[src/rtl/dmem_port_arbiter.sv]
// Data memory port arbiter: shares one combinational-read data memory between
// the core load/store port and an external port (loader / debug / DMA).
// One access per cycle, round-robin under contention, with a bounded external
// burst lock so the core can never be starved for more than MAX_EXT_BURST+1
// cycles. Grants are combinational (zero latency); only the priority, burst
// counter and stall statistics are registered.
module dmem_port_arbiter #(
    parameter int ADDR_W        = 32,
    parameter int DATA_W        = 32,
    parameter int MAX_EXT_BURST = 4
) (
    input  logic              clk_i,
    input  logic              reset_i,
    input  logic              core_req_i,
    input  logic              core_we_i,
    input  logic [ADDR_W-1:0] core_addr_i,
    input  logic [DATA_W-1:0] core_wdata_i,
    output logic [DATA_W-1:0] core_rdata_o,
    output logic              core_stall_o,
    input  logic              ext_req_i,
    input  logic              ext_we_i,
    input  logic              ext_lock_i,
    input  logic [ADDR_W-1:0] ext_addr_i,
    input  logic [DATA_W-1:0] ext_wdata_i,
    output logic [DATA_W-1:0] ext_rdata_o,
    output logic              ext_ack_o,
    output logic              mem_re_o,
    output logic              mem_we_o,
    output logic [ADDR_W-1:0] mem_addr_o,
    output logic [DATA_W-1:0] mem_wdata_o,
    input  logic [DATA_W-1:0] mem_rdata_i,
    output logic [15:0]       stall_cnt_o
);

    // Counter must hold 0..MAX_EXT_BURST inclusive.
    localparam int BURST_W = (MAX_EXT_BURST < 1) ? 1 : $clog2(MAX_EXT_BURST + 1);
    localparam logic [BURST_W-1:0] BURST_MAX = BURST_W'(MAX_EXT_BURST);

    typedef enum logic {
        PRIO_CORE = 1'b0,
        PRIO_EXT  = 1'b1
    } prio_t;

    prio_t              prio_reg;
    prio_t              prio_next;
    logic [BURST_W-1:0] burst_cnt_reg;
    logic [BURST_W-1:0] burst_cnt_next;
    logic [15:0]        stall_cnt_reg;
    logic [15:0]        stall_cnt_next;

    logic ext_wins;
    logic gnt_ext;
    logic gnt_core;
    logic contested;

    // Grant decision: the lock only wins while the burst budget lasts; after
    // that contention falls back to plain round-robin priority. Nothing is
    // granted while in reset so no write can reach the memory.
    always_comb begin
        ext_wins  = (ext_lock_i && (burst_cnt_reg < BURST_MAX)) || (prio_reg == PRIO_EXT);
        gnt_ext   = !reset_i && ext_req_i && (!core_req_i || ext_wins);
        gnt_core  = !reset_i && core_req_i && !gnt_ext;
        contested = core_req_i && ext_req_i;
    end

    // Memory-side mux: the external port only drives the memory when granted;
    // otherwise address/data follow the core port.
    always_comb begin
        mem_addr_o   = gnt_ext ? ext_addr_i  : core_addr_i;
        mem_wdata_o  = gnt_ext ? ext_wdata_i : core_wdata_i;
        mem_re_o     = (gnt_ext && !ext_we_i) || (gnt_core && !core_we_i);
        mem_we_o     = (gnt_ext && ext_we_i)  || (gnt_core && core_we_i);
        core_rdata_o = mem_rdata_i;
        ext_rdata_o  = mem_rdata_i;
        core_stall_o = !reset_i && core_req_i && !gnt_core;
        ext_ack_o    = gnt_ext;
        stall_cnt_o  = stall_cnt_reg;
    end

    // Next-state: priority goes to the loser of a contested cycle, the burst
    // counter only advances while the lock actually holds off a waiting core.
    always_comb begin
        prio_next      = prio_reg;
        burst_cnt_next = burst_cnt_reg;
        stall_cnt_next = stall_cnt_reg;

        if (contested && gnt_ext) begin
            prio_next = PRIO_CORE;
        end else if (contested && gnt_core) begin
            prio_next = PRIO_EXT;
        end

        if (!ext_lock_i) begin
            burst_cnt_next = '0;
        end else if (gnt_ext && core_req_i) begin
            if (burst_cnt_reg < BURST_MAX) begin
                burst_cnt_next = burst_cnt_reg + 1'b1;
            end
        end else if (gnt_core) begin
            burst_cnt_next = '0;
        end

        if (core_stall_o && (stall_cnt_reg != 16'hFFFF)) begin
            stall_cnt_next = stall_cnt_reg + 16'd1;
        end
    end

    // State registers with synchronous reset back to core priority.
    always_ff @(posedge clk_i) begin
        if (reset_i) begin
            prio_reg      <= PRIO_CORE;
            burst_cnt_reg <= '0;
            stall_cnt_reg <= '0;
        end else begin
            prio_reg      <= prio_next;
            burst_cnt_reg <= burst_cnt_next;
            stall_cnt_reg <= stall_cnt_next;
        end
    end

endmodule

[config.mk]
export PLATFORM = sky130hd
export DESIGN_NAME = dmem_port_arbiter
export DESIGN_NICKNAME = d
export VERILOG_FILES = /design/src/rtl/dmem_port_arbiter.sv
export SDC_FILE = /design/constraint.sdc
export NUM_CORES = 1
export LEC_CHECK = 0
export CORE_AREA = 5 5 121 123
export CTS_CLUSTER_SIZE = 10
export DETAILED_ROUTE_END_ITERATION = 8
export DIE_AREA = 0 0 126 128
export PLACE_DENSITY_LB_ADDON = 0.2
export REMOVE_ABC_BUFFERS = 1
export SYNTH_ARGS = -nofsm -noshare
export SYNTH_HDL_FRONTEND = slang
export SYNTH_SLANG_ARGS = --single-unit
[constraint.sdc]
create_clock -name clk_i -period 3.7 [get_ports clk_i]
set_clock_uncertainty 0.1 [all_clocks]
set_input_delay 0.925 -clock clk_i [delete_from_list [all_inputs] [get_ports clk_i]]
set_output_delay 0.925 -clock clk_i [all_outputs]
set_load 0.05 [all_outputs]
==> flow_summary_export.csv <==
group,metric,value,unit
timing,finalCritPeriodShare,97.7,%
pwr,p_per_area,243,mW/mm^2
pwr,vdd_drop_max,135,uV
placed_design,dpl.hpwl,11800,um
yosys,syn_inst,261,
timing,tns,0,ns
timing,period_needed,3.62,ns
finish,regArea,400,um^2
worst_setup_path,slowest_stage,"mux2_2",
timing,drv_slew,0,
floorplan,rows,43,
worst_setup_path,crit_path_end_kind,"primary output",
yosys,syn_area_per_cell,8.91,um^2
yosys,ys.flop_type,"dfxtp_1",
clocking,clk_pin_slew,0.05,ns
timing,slew_headroom,63.6,%
detailed_routing,drtIter0Drc,109,
detailed_routing,dr.pass1.iters,4,
yosys,synthDominantCellAreaShare,31.5,%
finish,syn2layout_area_growth,89.5,%
worst_setup_path,path_buf_inv,5,
global_route,grt_pass1_wl,18600,um
yosys,async_flop_share,0,%
finish,diodes,0,
yosys,ys_top_cells_by_area,"mux2_2 (31%), buf_4 (22%), dfxtp_1 (17%)",
global_route,antenna_found_initial,0,
yosys,synth_area,0.00232,mm^2
detailed_routing,drt_wl_total,13400,um
worst_setup_path,worstPathArrival,2.59,ns
floorplan,core_area,0.0136,mm^2
worst_setup_path,required,2.67,ns
finish,fin_util,32.5,%
worst_setup_path,critPathLaunchType,"input port",
timing,setup_violations,0,
detailed_routing,via_count,2652,
global_route,grt_pass1_vias,2819,
timing,fmax,277,MHz
yosys,ys_top_cells_by_count,"buf_4 (67), mux2_2 (65), dfxtp_1 (20)",
yosys,synth.ff_latch_count,20,
run_status,outcome,"finished clean",
finish,drive_gt1_share,38.7,%
detailed_routing,wl_per_cell,22.2,um
clocking,htreeDepth,1,
finish,nFillCells,1433,
min_path,hold_class,"reg -> reg",
finish,largest_register_ffs,16,
worst_setup_path,critical_path_class,"in -> out",
floorplan,dieArea,0.0161,mm^2
floorplan,initial_core_util,17.1,%
worst_setup_path,critPathTopFamily,"buffers and inverters",
placed_design,place_ws,-0.152,ns
timing,hold_viol,0,
clocking,cts_tree,"built",
worst_setup_path,cp_cell_sequence,"dlygate4sd2_1 -> inv_1 -> a311oi_4 -> buf_12 -> bufbuf_16 -> mux2_2 -> buf_4",
clocking,root_buffer,"clkbuf_16",
finish,multi_input_area,0.00135,mm^2
timing,worst_pin_slew,0.541,ns
worst_setup_path,slowest_delay,0.33,ns
finish,nets,596,
detailed_routing,drc,0,
clocking,cts_sinks,20,
detailed_routing,antenna_left,0,
yosys,synth.most_common_cell,"buf_4",
clocking,cts_made_buffers,3,
clocking,clock_path_buffers,2,
global_route,globalRouteOverflowTotal,0,
placed_design,numPortBuffers,218,
placed_design,gp_congestion,0.802,
finish,final_area,0.00440,mm^2
yosys,post-synth-top-area-cell,"mux2_2",
floorplan,ioPinCount,315,
worst_setup_path,cp_max_fo,8,
yosys,yosysWarnings,0,
yosys,synth_enable_flop_cells,0,
clocking,clkLatencyLatePin,0.26,ns
yosys,netlist-cell-type-count,39,
timing,rsz0062_at_grt,"false",
timing,setup_ws,0.0842,ns
job,maxCapViolCount,0,
placed_design,place_area,0.00425,mm^2
pwr,power_leakage,1.66,nW
global_route,grt_max_degree,22,
detailed_routing,viasPerCell,4.38,
floorplan,die_width,126,um
yosys,seq_area_frac_synth,17.2,%
global_route,track_usage,15.4,%
floorplan,die_h,128,um
==> kinds of logic after synthesis <==
family | after synthesis | share of synthesized area, %
buf+inv | 86 | 25.5
mux | 66 | 31.9
flops | 20 | 17.2
compound gates | 40 | 11.9
simple gates | 47 | 12.4
fa+ha+maj | 2 | 1.08
==> layout by cell type, fill, tap and decap left out, drive strengths merged, types with 3 or more instances in the layout <==
cell / synthesis / layout
dlygate4sd2: 0 / 4
clkdlybuf4s50: 0 / 146
clkbuf: 2 / 4
o311ai: 4 / 4
nand3: 8 / 8
a21oi: 13 / 13
inv: 8 / 8
or4: 7 / 7
nand2: 8 / 8
mux2: 65 / 65
nor3: 3 / 3
o41ai: 3 / 3
buf: 76 / 88
o31ai: 8 / 8
dfxtp: 20 / 20
nand4: 5 / 5
o21ai: 5 / 5
==> worst reg2reg max path, stage by stage, from the launching register on <==
cell	delay [ns]
dfxtp_1	0.32
nand2b_1	0.19
buf_4	0.15
buf_4	0.13
a211o_1	0.42
nor4_1	0.36
mux2_2	0.37
==> worst paths after layout <==
kind,startpoint,endpoint,slack [ns],cells after the start
setup / recovery,ext_req_i,mem_wdata_o[14],0.08,7
hold / removal,burst_cnt_reg[0],burst_cnt_reg[0],0.38,2
setup reg to reg,burst_cnt_reg[2],stall_cnt_o[15],1.56,6
hold reg to reg,burst_cnt_reg[0],burst_cnt_reg[0],0.38,2
==> routing by layer <==
metal	share of wire (%)	GRT usage, %	vias to the layer above
met5	0	0.619	-
met4	0.38	1.51	0
met3	18	12.8	7
met2	47	24.7	205
met1	35	16.2	1216
li1	-	-	1224
==> repair_timing <==
item	in CTS	in global routing
setup buffers	2	0
resized for setup	7	0
setup endpoints to repair	66	0
hold buffers	0	0
endpoints found under the hold margin	0	0
==> metrics by stage <==
stage / cells / power, mW / hold slack [ns]
finish: 606 / 1.07 / 0.383
global route: 606 / 1.11 / 0.386
CTS: 606 / 1.09 / 0.379
detailed placement: 599 / 0.823 / 0.368
global placement: 599 / 0.820 / 0.357
floorplan: 183 / 0.531 / 0.348
==> layout make-up <==
| cell class | count | area share, % |
|---|---|---|
| clock buffers | 4 | 2.02 |
| inverters | 8 | 0.682 |
| multi-input cells | 155 | 30.7 |
| flip-flops and latches | 20 | 9.09 |
| well taps | 180 | 5.11 |
| repair buffers | 239 | 52.4 |
==> power breakdown <==
group	internal (mW)	leakage (nW)	switching [mW]
clock network	0.165	0.0442	0.0845
registers	0.217	0.161	0.00127
logic	0.283	1.46	0.319
total	0.664	1.66	0.405
Note: power is estimated with default switching activity, not from simulation.
